`src/rtl/sr_wb_buffer.sv`:
```
// Writeback buffer behind the ALU: 2-entry skid FIFO to the RF write port, forwarding lookup, sticky vxsat.
// Optional feature macro: SR_WB_VXSAT_EN (sticky saturation status); when undefined vxsat is tied low.
module sr_wb_buffer #(
   parameter int XLEN  = 32,
   parameter int RF_AW = 5
) (
   input  logic             clk,
   input  logic             rst_n,
   input  logic             in_valid,
   output logic             in_ready,
   input  logic [XLEN-1:0]  in_result,
   input  logic [RF_AW-1:0] in_rd,
   input  logic             in_wen,
   input  logic             in_ovchk,
   input  logic             in_ov,
   input  logic             flush,
   output logic             wb_valid,
   input  logic             wb_ready,
   output logic [RF_AW-1:0] wb_rd,
   output logic [XLEN-1:0]  wb_data,
   output logic             wb_wen,
   input  logic [RF_AW-1:0] fwd_rs,
   output logic             fwd_hit,
   output logic [XLEN-1:0]  fwd_data,
   input  logic             vxsat_clr,
   output logic             vxsat
);

   typedef struct packed {
      logic [XLEN-1:0]  result;
      logic [RF_AW-1:0] rd;
      logic             wen;
`ifdef SR_WB_VXSAT_EN
      logic             ovchk;
      logic             ov;
`endif
   } ent_t;

   ent_t [1:0] ent_q;
   logic       head_q, tail_q;
   logic [1:0] count_q;
   logic       push, pop;
   ent_t       in_ent, head_ent, yng_ent;
   logic       yng_match, old_match;

   // Ready depends only on occupancy so the ALU never sees a combinational path from wb_ready.
   assign in_ready = (count_q != 2'd2);
   assign wb_valid = (count_q != 2'd0);
   assign push     = in_valid && in_ready;
   assign pop      = wb_valid && wb_ready;

   always_comb begin
      in_ent        = '0;
      in_ent.result = in_result;
      in_ent.rd     = in_rd;
      in_ent.wen    = in_wen;
`ifdef SR_WB_VXSAT_EN
      in_ent.ovchk  = in_ovchk;
      in_ent.ov     = in_ov;
`endif
   end

   always_ff @(posedge clk or negedge rst_n) begin
      if (!rst_n) begin
         ent_q   <= '0;
         head_q  <= 1'b0;
         tail_q  <= 1'b0;
         count_q <= 2'd0;
      end else if (flush) begin
         head_q  <= 1'b0;
         tail_q  <= 1'b0;
         count_q <= 2'd0;
      end else begin
         if (push) begin
            ent_q[tail_q] <= in_ent;
            tail_q        <= ~tail_q;
         end
         if (pop) head_q <= ~head_q;
         case ({push, pop})
            2'b10:   count_q <= count_q + 2'd1;
            2'b01:   count_q <= count_q - 2'd1;
            default: count_q <= count_q;
         endcase
      end
   end

   assign head_ent = ent_q[head_q];
   assign wb_rd    = head_ent.rd;
   assign wb_data  = head_ent.result;
   assign wb_wen   = wb_valid && head_ent.wen && (head_ent.rd != '0);

   // Youngest entry sits at tail-1; with one entry that is also the head.
   assign yng_ent   = ent_q[~tail_q];
   assign yng_match = wb_valid && yng_ent.wen && (yng_ent.rd == fwd_rs) && (fwd_rs != '0);
   assign old_match = (count_q == 2'd2) && head_ent.wen && (head_ent.rd == fwd_rs) && (fwd_rs != '0);

   always_comb begin
      fwd_hit  = 1'b0;
      fwd_data = '0;
      if (yng_match) begin
         fwd_hit  = 1'b1;
         fwd_data = yng_ent.result;
      end else if (old_match) begin
         fwd_hit  = 1'b1;
         fwd_data = head_ent.result;
      end
   end

`ifdef SR_WB_VXSAT_EN
   logic vxsat_q;
   logic vxsat_set;

   // Flush suppresses the pop, so discarded entries never reach vxsat.
   assign vxsat_set = pop && !flush && head_ent.ovchk && head_ent.ov;

   always_ff @(posedge clk or negedge rst_n) begin
      if (!rst_n) vxsat_q <= 1'b0;
      else        vxsat_q <= (vxsat_q && !vxsat_clr) || vxsat_set;
   end

   assign vxsat = vxsat_q;
`else
   logic unused_vx;
   assign unused_vx = ^{in_ovchk, in_ov, vxsat_clr};
   assign vxsat     = 1'b0;
`endif

endmodule

```
`config.mk`:
```
export PLATFORM = sky130hd
export DESIGN_NAME = sr_wb_buffer
export DESIGN_NICKNAME = d
export VERILOG_FILES = /design/src/rtl/sr_wb_buffer.sv
export SDC_FILE = /design/constraint.sdc
export NUM_CORES = 1
export LEC_CHECK = 0
export ABC_AREA = 1
export CELL_PAD_IN_SITES_DETAIL_PLACEMENT = 0
export CELL_PAD_IN_SITES_GLOBAL_PLACEMENT = 1
export CORE_MARGIN = 3
export CORE_UTILIZATION = 34
export CTS_CLUSTER_SIZE = 40
export DETAILED_ROUTE_END_ITERATION = 8
export PLACE_DENSITY_LB_ADDON = 0.1
export SLEW_MARGIN = 20
export SYNTH_ARGS = -nofsm -noshare
export SYNTH_HDL_FRONTEND = slang
export SYNTH_SLANG_ARGS = --single-unit
```
`constraint.sdc`:
```
create_clock -name clk -period 2.7 [get_ports clk]
set_clock_uncertainty 0.2 [all_clocks]
set_input_delay 0.54 -clock clk [delete_from_list [all_inputs] [get_ports clk]]
set_output_delay 0.54 -clock clk [all_outputs]
set_load 0.005 [all_outputs]
```
==> out/summary.md <==
After synthesis, the largest area contributor takes up 41.6% of total cell area. The detailed router's first-iteration violation count is 277. For the worst setup path, the data arrival time is 2.24 ns. The total power of the final layout was 7010 uW; the final-report max-slew violation count was 0.

Across all layers, the routed design uses 5226 vias. After clock tree synthesis, the clock-pin slew on the worst setup and hold paths is 0.06 ns. Sorting the synthesized cells by area gives the leading types as sky130_fd_sc_hd__dfrtp_1, sky130_fd_sc_hd__nand2_1, sky130_fd_sc_hd__o21ai_0. In this run, placement finished with an instance count of 1012.

The logs give 80 for the clock sink count and 0 for the antenna diode instance count. The biggest area contributor in the post-synthesis netlist is sky130_fd_sc_hd__dfrtp_1. The maximum number of pins on one net before global-route repair was 51. The initialized floorplan defines 42 standard-cell rows. The most common flop cell mapped by yosys is sky130_fd_sc_hd__dfrtp_1. The number of detailed-route iterations in the first pass was 5; the number of warnings issued by yosys was 0. Across the run, the number of max-cap violations was 0. The run gives 5148 as the via count of the first global-routing pass. The floorplan step defined a die boundary enclosing 15600 um^2. The core region is 13600 um^2. Relative to the synthesized area, the layout overhead comes to 58.0%. The delay of the slowest critical-path stage was 0.53 ns. Total setup violations reported at the end of the flow: 33. The slack of the worst reg-to-reg path was 0.78 ns; the clock latency reported for the late side of the worst-skew pair was 0.34 ns. In this run the critical register-to-register path is captured at ent_q[24]$_DFFE_PN0P_. For this design the ratio of total power to cell area is 921 nW/um^2. The synthesized design contains 80 register bits.

The hold-critical path depth is 2, and the top fanout value on the critical path is 8. The path class of the lowest-slack min-delay path was reg -> reg. The run gives 2 as the largest buffer count on any clock path. By startpoint and endpoint, the worst setup path is classified as reg -> out. In this run the worst setup path begins at tail_q$_DFFE_PN0P_.

The area taken by flip-flops and latches is 2000 um^2. The logs give 125 for the count of pins on the block boundary and 4820 um^2 for the post-synthesis instance area. The required time of the worst setup path is 1.96 ns. TritonCTS built the clock tree. When the netlist entered floorplanning its net count stood at 768.

The number of synthesized flops with an enable pin was 0. Setup repair after global routing could not meet its margin everywhere. For this run, asynchronously set or reset flops after synthesis account for 100%. Port buffering added 120 buffers. Sequential cells were found to cover 41.6% of the synthesized design area. From left edge to right edge, the die measures 125 um. Using the TritonRoute via totals, the vias-per-cell ratio works out to 4.91.

In the synthesized netlist, the cells that appear most often are sky130_fd_sc_hd__nand2_1, sky130_fd_sc_hd__o21ai_0, sky130_fd_sc_hd__inv_1. The flow ran to the end, but the final reports show violations. The signal on the critical path passes through buf_6 -> o21ai_2 -> nand3_1 -> nor2_1 -> buf_4 -> nand3_4 -> o21ai_1 -> clkdlybuf4s50_1. Among all stages on the critical path, the largest delay is contributed by sky130_fd_sc_hd__clkdlybuf4s50_1. The count of different cell masters after synthesis is 25.

The tools report the endpoint kind of the worst setup timing path as an output port. Type of origin of the critical path: a register. In this run the remaining antenna-violating nets after routing total 0. Counting the buffers created by CTS gives 9. The H-tree was split into 3 levels. In the global route stage, overall resource usage came out at 21.9%. The number of remaining DRC errors is 0, and the vertical extent of the die is 125 um. VDD sags by at most 405 uV. After the flow finishes, the layout carries non-filler instances totaling 1065. For the number of hold-slack violations in the final timing report, the log shows 0. For this configuration, the core starts out at a cell density of 35.5%.

For this run, the top clock speed supported by timing is 0.336 GHz. The time the worst path needs with I/O delays and setup works out to 2.98 ns. For the worst flop-to-flop path, the logic depth is 9. Detailed placement finished with a half-perimeter wire length of 10300 um. The checks that failed: negative setup slack. In the final routed layout, each cell accounts on average for 15.9 um.

The post-route netlist has 22.9% of its cells at a drive strength greater than 1. The tools report the launching point of the worst reg2reg path as count_q[1]$_DFFE_PN0P_. In the final layout, the multi-input gates occupy 2530 um^2. For this run, the post-layout net count is 935. The congestion estimate from routability-driven global placement came to 0.830. The worst path uses 110% of the clock period. Cells fill 56.1% of the core in the end. Most repeated cell in the gate-level netlist after synthesis: sky130_fd_sc_hd__nand2_1. Each instance of the synthesized netlist takes up on average 6.72 um^2.

The count of filler cells inserted in the layout came out at 1327. After technology mapping, the gate count stands at 717. The wire length of the first global-routing pass is 27200 um, and the static leakage power is 0.00389 uW. For this block, the routed nets add up to 16900 um of wire. Summed over all layers, the global routing overflow is 0.

The tools report the final critical-path setup slack as -0.280 ns. The most critical setup path has its endpoint at fwd_hit. The tools report the initial antenna violation count as 0.

The tree is rooted in a sky130_fd_sc_hd__clkbuf_16.
## worst max-delay path, delay by kind of cell, from the launching register on
| kind | cells | cell delay, ns |
|---|---|---|
| DFF | 1 | 0.43 |
| AOI/OAI and AO/OA | 2 | 0.28 |
| buffers and inverters | 3 | 0.82 |
| and+or+nand+nor | 3 | 0.36 |
## where the power goes
| group | switching [uW] | internal (uW) |
|---|---|---|
| sequential | 392 | 1740 |
| clock | 484 | 764 |
| combinational | 1920 | 1710 |
## state kept, by name, indices dropped and copies added (netlist names)
name     count
ent_q       76
count_q      2
head_q       1
tail_q       1
## cell families after synthesis
kind of cell,after synthesis,synth area share (%)
simple gates,345,30.5
compound gates,146,15.2
buf+inv,144,12.5
flops,80,41.6
xor+xnor,1,0.182
other cells,1,0.0778
## cells in the final DEF, fill, tap and decap left out, types with 3 or more instances in the layout
| cell type | netlist | routed |
|---|---|---|
| sky130_fd_sc_hd__nand2_1 | 231 | 221 |
| sky130_fd_sc_hd__o21ai_0 | 141 | 110 |
| sky130_fd_sc_hd__inv_1 | 96 | 95 |
| sky130_fd_sc_hd__dfrtp_1 | 80 | 79 |
| sky130_fd_sc_hd__nand3_1 | 84 | 65 |
| sky130_fd_sc_hd__clkdlybuf4s50_1 | 0 | 58 |
| sky130_fd_sc_hd__buf_4 | 1 | 49 |
| sky130_fd_sc_hd__nand3_2 | 2 | 20 |
| sky130_fd_sc_hd__dlygate4sd2_1 | 0 | 18 |
| sky130_fd_sc_hd__clkdlybuf4s15_2 | 0 | 17 |
| sky130_fd_sc_hd__nand2_2 | 7 | 16 |
| sky130_fd_sc_hd__buf_12 | 0 | 16 |
| sky130_fd_sc_hd__o21ai_1 | 4 | 15 |
| sky130_fd_sc_hd__buf_2 | 22 | 13 |
| sky130_fd_sc_hd__o21ai_2 | 0 | 10 |
| sky130_fd_sc_hd__o21ai_4 | 0 | 10 |
| sky130_fd_sc_hd__nor2_1 | 12 | 10 |
| sky130_fd_sc_hd__buf_6 | 4 | 10 |
| sky130_fd_sc_hd__clkbuf_16 | 0 | 9 |
| sky130_fd_sc_hd__buf_16 | 0 | 9 |
| sky130_fd_sc_hd__dlymetal6s2s_1 | 0 | 6 |
| sky130_fd_sc_hd__nor2_2 | 3 | 4 |
| sky130_fd_sc_hd__buf_8 | 0 | 3 |
## layout make-up
| type | instances | area share [%] |
|---|---|---|
| clock buffer | 13 | 3.42 |
| clock inverter | 3 | 0.526 |
| tap | 176 | 2.89 |
| multi-input combinational | 493 | 33.2 |
| inverter | 98 | 4.87 |
| timing repair buffer | 202 | 28.8 |
| sequential | 80 | 26.3 |
## worst min-delay path by stage
| stage | slack (ns) | startpoint | endpoint |
|---|---|---|---|
| after floorplan | 0.04 | rst_n | count_q[0]$_DFFE_PN0P_ |
| after global placement | 0.27 | ent_q[54]$_DFFE_PN0P_ | ent_q[54]$_DFFE_PN0P_ |
| after detailed placement | 0.27 | ent_q[65]$_DFFE_PN0P_ | ent_q[65]$_DFFE_PN0P_ |
| after CTS | 0.29 | ent_q[65]$_DFFE_PN0P_ | ent_q[65]$_DFFE_PN0P_ |
| after global routing | 0.31 | ent_q[74]$_DFFE_PN0P_ | ent_q[74]$_DFFE_PN0P_ |
| final | 0.28 | ent_q[65]$_DFFE_PN0P_ | ent_q[65]$_DFFE_PN0P_ |
## repair_timing
action / 4_1_cts / 5_1_grt
cloned: 8 / 0
pin swaps: 21 / 2
gates resized for setup: 241 / 26
hold buffers: 1 / 0
endpoints found under the setup margin: 65 / 48
setup buffers: 29 / 4
hold endpoints to repair: 30 / 0
## layer usage
metal	wire length, um	GRT usage, %	part of all wire (%)	vias up
met4	229	5.61	1.4	0
met5	0	0	0	-
met3	846	4.95	5.0	19
met2	8160	36.1	48	167
met1	7710	29.2	45	2435
li1	-	-	-	2605
## through the flow
step | worst slack (ns) | setup TNS (ns) | hold slack (ns) | area, um^2
after detailed placement | -0.599 | -18.92 | 0.273 | 6450
after floorplan | 0.493 | 0 | 0.0444 | 4820
after global routing | -0.407 | -11.49 | 0.309 | 7610
after global placement | -0.576 | -17.71 | 0.265 | 6450
final | -0.280 | -7.48 | 0.283 | 7610
after CTS | -0.295 | -7.78 | 0.287 | 7540
No activity file was read; power rests on OpenSTA's default activity.
